### src/rtl/regfile_wb_queue.sv
// Write-back queue for the register file: buffers write requests in order,
// drains one per cycle onto the write port and forwards pending data to reads.
module regfile_wb_queue #(
   parameter int DEPTH  = 4,
   parameter int DATA_W = 32,
   parameter int ADDR_W = 2
) (
   input  logic                       clk,
   input  logic                       reset,
   input  logic                       in_valid,
   output logic                       in_ready,
   input  logic [ADDR_W-1:0]          in_reg,
   input  logic [DATA_W-1:0]          in_data,
   input  logic                       wr_stall,
   output logic                       wr_en,
   output logic [ADDR_W-1:0]          wr_reg,
   output logic [DATA_W-1:0]          wr_data,
   input  logic [ADDR_W-1:0]          fwd_reg1,
   output logic                       fwd_hit1,
   output logic [DATA_W-1:0]          fwd_data1,
   input  logic [ADDR_W-1:0]          fwd_reg2,
   output logic                       fwd_hit2,
   output logic [DATA_W-1:0]          fwd_data2,
   output logic [$clog2(DEPTH):0]     count
);

   localparam int PW = $clog2(DEPTH);
   localparam int CW = PW + 1;

   logic [ADDR_W-1:0] reg_q  [DEPTH];
   logic [DATA_W-1:0] data_q [DEPTH];
   logic [PW-1:0]     head_q, head_d;
   logic [PW-1:0]     tail_q, tail_d;
   logic [CW-1:0]     count_q, count_d;
   logic              wr_en_q;
   logic [ADDR_W-1:0] wr_reg_q, wr_reg_d;
   logic [DATA_W-1:0] wr_data_q, wr_data_d;
   logic              push, pop;

   assign in_ready = (count_q < CW'(DEPTH));
   assign push     = in_valid && in_ready;
   assign pop      = (count_q != '0) && !wr_stall;

   always_comb begin
      head_d    = head_q;
      tail_d    = tail_q;
      count_d   = count_q;
      wr_reg_d  = wr_reg_q;
      wr_data_d = wr_data_q;
      if (push) begin
         tail_d = tail_q + 1'b1;
      end
      if (pop) begin
         head_d    = head_q + 1'b1;
         wr_reg_d  = reg_q[head_q];
         wr_data_d = data_q[head_q];
      end
      unique case ({push, pop})
         2'b10:   count_d = count_q + 1'b1;
         2'b01:   count_d = count_q - 1'b1;
         default: count_d = count_q;
      endcase
   end

   always_ff @(posedge clk or negedge reset) begin
      if (!reset) begin
         head_q    <= '0;
         tail_q    <= '0;
         count_q   <= '0;
         wr_en_q   <= 1'b0;
         wr_reg_q  <= '0;
         wr_data_q <= '0;
         for (int i = 0; i < DEPTH; i++) begin
            reg_q[i]  <= '0;
            data_q[i] <= '0;
         end
      end else begin
         head_q    <= head_d;
         tail_q    <= tail_d;
         count_q   <= count_d;
         wr_en_q   <= pop;
         wr_reg_q  <= wr_reg_d;
         wr_data_q <= wr_data_d;
         if (push) begin
            reg_q[tail_q]  <= in_reg;
            data_q[tail_q] <= in_data;
         end
      end
   end

   // Scan oldest to youngest so later matches overwrite earlier ones.
   always_comb begin
      logic [PW-1:0] idx;
      fwd_hit1  = 1'b0;
      fwd_data1 = '0;
      fwd_hit2  = 1'b0;
      fwd_data2 = '0;
      idx       = '0;
      if (wr_en_q && (wr_reg_q == fwd_reg1)) begin
         fwd_hit1  = 1'b1;
         fwd_data1 = wr_data_q;
      end
      if (wr_en_q && (wr_reg_q == fwd_reg2)) begin
         fwd_hit2  = 1'b1;
         fwd_data2 = wr_data_q;
      end
      for (int i = 0; i < DEPTH; i++) begin
         idx = head_q + PW'(i);
         if (CW'(i) < count_q) begin
            if (reg_q[idx] == fwd_reg1) begin
               fwd_hit1  = 1'b1;
               fwd_data1 = data_q[idx];
            end
            if (reg_q[idx] == fwd_reg2) begin
               fwd_hit2  = 1'b1;
               fwd_data2 = data_q[idx];
            end
         end
      end
   end

   assign wr_en   = wr_en_q;
   assign wr_reg  = wr_reg_q;
   assign wr_data = wr_data_q;
   assign count   = count_q;

endmodule

### config.mk
export PLATFORM = sky130hd
export DESIGN_NAME = regfile_wb_queue
export DESIGN_NICKNAME = d
export VERILOG_FILES = /design/src/rtl/regfile_wb_queue.sv
export SDC_FILE = /design/constraint.sdc
export NUM_CORES = 1
export LEC_CHECK = 0
export ABC_AREA = 0
export CORE_UTILIZATION = 25
export CTS_BUF_LIST = sky130_fd_sc_hd__clkbuf_8
export CTS_CLUSTER_DIAMETER = 50
export DETAILED_ROUTE_END_ITERATION = 6
export HOLD_SLACK_MARGIN = 0.15
export MAX_ROUTING_LAYER = met4
export PLACE_DENSITY = 0.45
export SYNTH_ARGS = -nofsm -noshare
export SYNTH_HDL_FRONTEND = slang
export SYNTH_SLANG_ARGS = --single-unit
### constraint.sdc
create_clock -name clk -period 8 [get_ports clk]
set_input_delay 2 -clock clk [delete_from_list [all_inputs] [get_ports clk]]
set_output_delay 2 -clock clk [all_outputs]
set_load 0.02 [all_outputs]
# Word-level counts from Yosys, hierarchy flattened
# Index checks and enable logic that the tools add are counted.
dict set report totals {
  reg_bits 178
  inputBits 42
  output_inout_bits 105
}
dict set report op_classes {
  addsub 6
  order_cmp 11
  eq_ne 12
  n_mux 67
  bitwise_logic 5
  n_reduce_logical 8
}
# op n
set ops {}
lappend ops {{32-bit 2-to-1 mux} 27}
lappend ops {{32-bit binary-select mux with 2-bit select} 4}
lappend ops {{128-bit bitwise mux} 1}
lappend ops {{32-bit demux with 2-bit select} 1}
lappend ops {{2-bit == test} 10}
lappend ops {{1-bit 2-to-1 mux} 18}
lappend ops {{2-bit 2-to-1 mux} 9}
lappend ops {{2-bit binary-select mux with 2-bit select} 4}
lappend ops {{3-bit >= comparator (second input constant)} 5}
lappend ops {{2-bit inverter with 3-bit output} 5}
lappend ops {{8-bit bitwise mux} 1}
lappend ops {{1-bit by 3-bit < comparator with 1-bit output (first input constant)} 2}
lappend ops {{2-bit by 3-bit < comparator with 1-bit output (first input constant)} 2}
lappend ops {{3-bit case mux with 2 select lines} 1}
lappend ops {{1-bit logical AND} 5}
lappend ops {{2-bit by 1-bit adder with 2-bit output (second input constant)} 2}
lappend ops {{2-bit adder (second input constant)} 2}
lappend ops {{2-bit demux with 2-bit select} 1}
lappend ops {{3-bit by 1-bit adder with 3-bit output (second input constant)} 1}
lappend ops {{3-bit by 1-bit < comparator with 1-bit output (second input constant)} 1}
lappend ops {{3-bit < comparator (second input constant)} 1}
lappend ops {{3-bit nonzero test} 1}
lappend ops {{3-bit by 1-bit subtractor with 3-bit output (second input constant)} 1}
lappend ops {{2-bit by 1-bit == test with 1-bit output (second input constant)} 1}
lappend ops {{3 further kinds} 3}

# Depth between registers and ports, before layout
# Gate-level depths: netlist (run 1).
dict set report depth {
  depth_word 13
  depth_mapped 10
}

# Worst setup path before layout (run 1)
# OpenSTA, ideal clock, no wires.
dict set report synth_timing {
  kind {input-to-output}
  from {in fwd_reg1[0]}
  to {out fwd_data1[0]}
  arrival_time_ns 3.663
  path_slack_ns 2.337
  stages 7
  path_buffers 2
  path_cell_list {buf_1 > xnor2_1 > nand3_1 > a31oi_2 > buf_2 > a221oi_1 > o31ai_1}
}
dict set report synth_between {
  elab_chain_len 11
}
# element line_no
set synth_rtl {}
lappend synth_rtl {{from (decl)} 18} ;# input logic [ADDR_W-1:0] fwd_reg1,
lappend synth_rtl {{2-bit == test} 99} ;# if (wr_en_q && (wr_reg_q == fwd_reg1)) begin
lappend synth_rtl {{1-bit logical AND} 99}
lappend synth_rtl {{32-bit 2-to-1 mux} 99}
lappend synth_rtl {{32-bit 2-to-1 mux} 110} ;# if (reg_q[idx] == fwd_reg1) begin
lappend synth_rtl {{32-bit 2-to-1 mux} 109} ;# if (CW'(i) < count_q) begin
lappend synth_rtl {{32-bit 2-to-1 mux} 110}
lappend synth_rtl {{32-bit 2-to-1 mux} 109}
lappend synth_rtl {{32-bit 2-to-1 mux} 110}
lappend synth_rtl {{32-bit 2-to-1 mux} 109}
lappend synth_rtl {{32-bit 2-to-1 mux} 110}
lappend synth_rtl {{32-bit 2-to-1 mux (*)} 109}
lappend synth_rtl {{to (decl)} 20} ;# output logic [DATA_W-1:0] fwd_data1,
# Mark *: on every way between the ends. The rest lies on a longest branch, timed or not.

# Worst setup path in the final report (run 1)
# Ends and elaborated chain as after synthesis.

==> flow_summary.ini, run 1 <==
[outcome]
status = complete, no violations

[detailed_routing]
drc_errors = 0
num_vias = 10700
routed_wl_mm = 45.8
drt_iter0_drc = 687
wire_per_inst_um = 22.7
ant_nets = 0
vias_per_cell = 5.30
wl_met2_mm = 21.2
dr_wl_met3_mm = 2.56
drt-met1-wl_mm = 21.1
dr.pass1.iters = 5
route.top_layer_used = met4

[hold_path]
worst_hold_path_type = register to register

[critical_path]
cpPeakStageDelay_ps = 760
crit_required_ps = 6000
slowest_stage = clkdlybuf4s50_1
path_cells = clkdlybuf4s50_1, xnor2_1, nand3_1, a31oi_4, buf_4, a221oi_1, o31ai_1, clkdlybuf4s50_1
path_max_fanout = 18
worstSetupPathType = input port to primary output
worst_setup_path_end_kind = primary output
cp-start-kind = input port
cp.arrival_ps = 5650
crit_top_cell = clkdlybuf4s50_1

[cts]
root_buffer = clkbuf_8
cts_tree = yes
h-tree-depth = 4
cts_made_buffers = 17
clkSinkCount = 178
cts_hold_buf = 0
clkTransAtPathRegs_ps = 90
insertion_delay_ps = 580
post_cts_resize_count = 0
post_cts_buffers = 0
clk_path_buf_depth = 2

[floorplan]
initial_utilization = 0.254
dieWidth_um = 228
core_area_mm2 = 0.0503
dieArea_mm2 = 0.0521
fp.dieH_um = 228
ioPinCount = 147
rows = 82

[synthesis]
syn-num-nets = 1311
synth_warnings = 0
ys_seq_area_frac = 0.348
ys_ff_latch = 178
synth_top_area_frac = 0.348
syn_area_mm2 = 0.0128
syn_inst = 1261
synth_area_leaders = dfrtp_1 (35%), mux2i_1 (18%), mux2_2 (12%)
ys_types = 31
avgSynthCellArea_um2 = 10.1
yosys.area.top_type = dfrtp_1

[placement]
hpwl_mm = 29.1
dp.cells = 1987
gp_congestion = 0.779
portBuffers = 146

[layout]
regMostFlops = data_q
drive_gt1_frac = 0.178
fill_cells = 5235
ff_latch_area_mm2 = 0.00446
instances_no_fill = 2020
final_cell_mix = mux2i_1 (225), dfrtp_1 (176), clkdlybuf4s50_1 (145)
largest_reg_flops = 128
multi_input_area_mm2 = 0.00786
fin_nets = 1384
layout-area-overhead-vs-synth_pct = 19.5
mostFrequentLayoutCell = mux2i_1

[grt]
grt_max_degree = 140
grt_pass1_vias = 10900
grt_first_pass_wirelength_mm = 69.3
overflow = 0
antenna_found_initial = 1
grt_use_total = 0.182

[timing]
period_minus_slack_ps = 7650
rsz0062_at_grt = false
period_share = 0.956
worst_slew_margin_rel = 0.285
finalClockSkew_ps = 23.3
fmaxAchievable_ghz = 0.131
worst_pin_slew_ps = 1070
slew_viol_final = 0
setup_tns_ps = 0
finalHoldViolations = 0
setup_viol = 0

[run]
drv_cap = 0
-- per-layer routing --
metal	GRT usage	vias up
met5	-	-
met4	0.0646	0
met3	0.0331	54
met2	0.287	337
met1	0.233	5399
li1	-	4912
-- critical path, delay by kind of cell --
| family | cells | cell delay, ps |
|---|---|---|
| AO/OA/AOI/OAI | 3 | 1410 |
| buffers and inverters | 3 | 1880 |
| XOR/XNOR | 1 | 190 |
| AND/OR/NAND/NOR | 1 | 160 |
-- worst paths after layout --
check / start / endpoint / slack (ps) / depth (start not counted)
worst min-delay path: data_q[88]$_DFFE_PN0P_ / data_q[88]$_DFFE_PN0P_ / 530 / 1
min in group asynchronous: reset / wr_data[2]$_DFFE_PN0P_ / 1580 / 1
max in group asynchronous: reset / data_q[110]$_DFFE_PN0P_ / 4940 / 2
worst max-delay path: fwd_reg1[0] / fwd_data1[0] / 350 / 8
worst min register to register: data_q[88]$_DFFE_PN0P_ / data_q[88]$_DFFE_PN0P_ / 530 / 1
worst max register to register: count[0]$_DFFE_PN0P_ / count[2]$_DFFE_PN0P_ / 4960 / 10
-- kinds of logic after synthesis --
family                     synth area share
muxes                                 0.339
buffers and inverters                0.0499
and+or+nand+nor                       0.104
adders and majority gates           0.00783
AOI/OAI and AO/OA                     0.131
xor gates and xnor gates             0.0201
DFF                                   0.348
-- per-stage QoR --
stage                     area, µm²  hold slack [ps]   util  setup WS [ps]
after floorplan               12800              494      -           2340
after detailed placement      14900              511  0.296            381
after CTS                     15300              534  0.304            380
after global placement        14900              508  0.296            413
after global routing          15300              554  0.304            265
final                         15300              532  0.304            349
-- synthesized netlist by cell type (all sizes together) --
cell type / instances
mux2i: 225
dfrtp: 178
mux2: 169
nand2: 109
o31ai: 66
a21oi: 65
nor2: 65
a221oi: 64
nor4: 64
buf: 63
clkbuf: 61
nor2b: 33
a211oi: 32
xnor2: 22
ha: 8
mux4: 8
inv: 7
nand3: 7
and3: 4
xor2: 4
a31oi: 2
o21ai: 2
or3: 2
a21o: 1
-- layout make-up --
type | count | share of cell area
multi-input cells | 952 | 0.514
flip-flops and latches | 178 | 0.292
repair buffers | 178 | 0.112
well taps | 672 | 0.0550
clock buffers | 18 | 0.0162
clock inverters | 14 | 0.00851
inverters | 7 | 0.00172
diodes | 1 | 0.000164
Power of run 1 is not shown: default switching activity piles up to over one toggle a cycle in this logic, so the estimate is an artifact.
==> run 2, diff against run 1 <==
PLACE_DENSITY = 0.46   (was 0.45)
clock period = 6.6 ns   (was 8 ns; I/O delays follow)
==> run 2 against run 1 <==
Effect of this change: global-route usage is essentially flat; cell area is 1.2% higher; clock skew fell by 0.88 ps; hold slack barely moved; register-to-register slack worse by 1000 ps; non-clock buffer count rose by 12; core utilization grew 0.37 points; final cell count grew 0.64%; clock-buffer cell count did not move; critical endpoint is now fwd_data2[31]; highest routed layer unchanged.
==> flow_summary.ini, run 2 (synthesis results as in run 1) <==
[outcome]
status = complete, no violations

[floorplan]
rows = 82
dieArea_mm2 = 0.0521
dieWidth_um = 228
initial_utilization = 0.254
fp.dieH_um = 228
ioPinCount = 147
core_area_mm2 = 0.0503

[layout]
finalInstanceArea_mm2 = 0.0155
final_cell_mix = mux2i_1 (225), dfrtp_1 (176), clkdlybuf4s50_1 (145)
mostFrequentLayoutCell = mux2i_1
layout-area-overhead-vs-synth_pct = 21.0
regMostFlops = data_q
instances_no_fill = 2033
largest_reg_flops = 128
drive_gt1_frac = 0.185
fin_nets = 1396

[timing]
fmaxAchievable_ghz = 0.163
slew_viol_final = 0
worst_pin_slew_ps = 1200
setup_viol = 0
finalClockSkew_ps = 22.5
setup_tns_ps = 0
worst_slew_margin_rel = 0.203
period_minus_slack_ps = 6140
finalHoldViolations = 0
rsz0062_at_grt = false
period_share = 0.931
holdWs_ps = 532

[cts]
post_cts_buffers = 0
cts_hold_buf = 0
post_cts_resize_count = 0
clkSinkCount = 178
root_buffer = clkbuf_8
clk_path_buf_depth = 2
cts_made_buffers = 17
cts_tree = yes
h-tree-depth = 4
clkTransAtPathRegs_ps = 90
insertion_delay_ps = 580

[detailed_routing]
ant_nets = 0
routed_wl_mm = 45.7
drt_iter0_drc = 682
dr.pass1.iters = 5
vias_per_cell = 5.27
drc_errors = 0
wire_per_inst_um = 22.5
num_vias = 10700

[critical_path]
path_buf_inv = 4
slowest_stage = clkdlybuf4s50_1
cp.arrival_ps = 4490
cp-start-kind = input port
worst_setup_path_end_kind = primary output
cpPeakStageDelay_ps = 640
path_max_fanout = 10
path_cells = clkdlybuf4s50_1, xnor2_1, and3_2, buf_4, a221oi_1, o31ai_1, buf_4, clkdlybuf4s50_1
path_delay_family = buffers and inverters
crit_required_ps = 4950
worstSetupPathType = input port to primary output

[placement]
placed_area_mm2 = 0.0151
dp.cells = 1999
hpwl_mm = 29.7
portBuffers = 146
gp_congestion = 0.776

[grt]
grt_pass1_vias = 10700
antenna_found_initial = 3
grt_max_degree = 180
grt_use_total = 0.182
overflow = 0
grt_first_pass_wirelength_mm = 69.2

[hold_path]
worst_hold_path_type = register to register

[run]
drv_cap = 0
==> run 2: worst reg2reg max path: cells and delay by family (launching register included) <==
kind	cells	cell delay, ps
mux	1	330
flops	1	520
simple gates	2	1260
buf+inv	1	460
==> run 2: final timing paths <==
kind	from	end	slack (ps)	depth (start not counted)
hold / removal	data_q[92]$_DFFE_PN0P_	data_q[92]$_DFFE_PN0P_	530	1
hold reg to reg	data_q[92]$_DFFE_PN0P_	data_q[92]$_DFFE_PN0P_	530	1
setup reg to reg	count[2]$_DFFE_PN0P_	data_q[6]$_DFFE_PN0P_	3930	4
min in group asynchronous	reset	data_q[93]$_DFFE_PN0P_	1130	1
setup / recovery	fwd_reg2[0]	fwd_data2[31]	460	8
max in group asynchronous	reset	data_q[104]$_DFFE_PN0P_	4270	2
==> run 2: area by class of cell <==
| class | count | area, µm² |
|---|---|---|
| clock inverters | 14 | 153 |
| clock buffers | 18 | 248 |
| repair buffers | 190 | 1880 |
| diodes | 2 | 5.00 |
| fillers | 5219 | 34800 |
| multi-input cells | 952 | 7860 |
| inverters | 7 | 26.3 |
| flip-flops and latches | 178 | 4460 |
| well taps | 672 | 841 |
==> run 2: layer usage <==
layer  part of all wire  GRT usage
met1               0.47      0.236
met2               0.47      0.285
met3              0.043     0.0386
met4              0.021     0.0549
met5                  0          -
==> run 2: per-stage QoR <==
| stage | utilization | setup slack [ps] |
|---|---|---|
| floorplan | - | 1640 |
| global placement | 0.300 | 480 |
| detailed placement | 0.300 | 461 |
| CTS | 0.308 | 456 |
| global route | 0.308 | 294 |
| finish | 0.308 | 456 |
Power of run 2 is left out for the same reason.
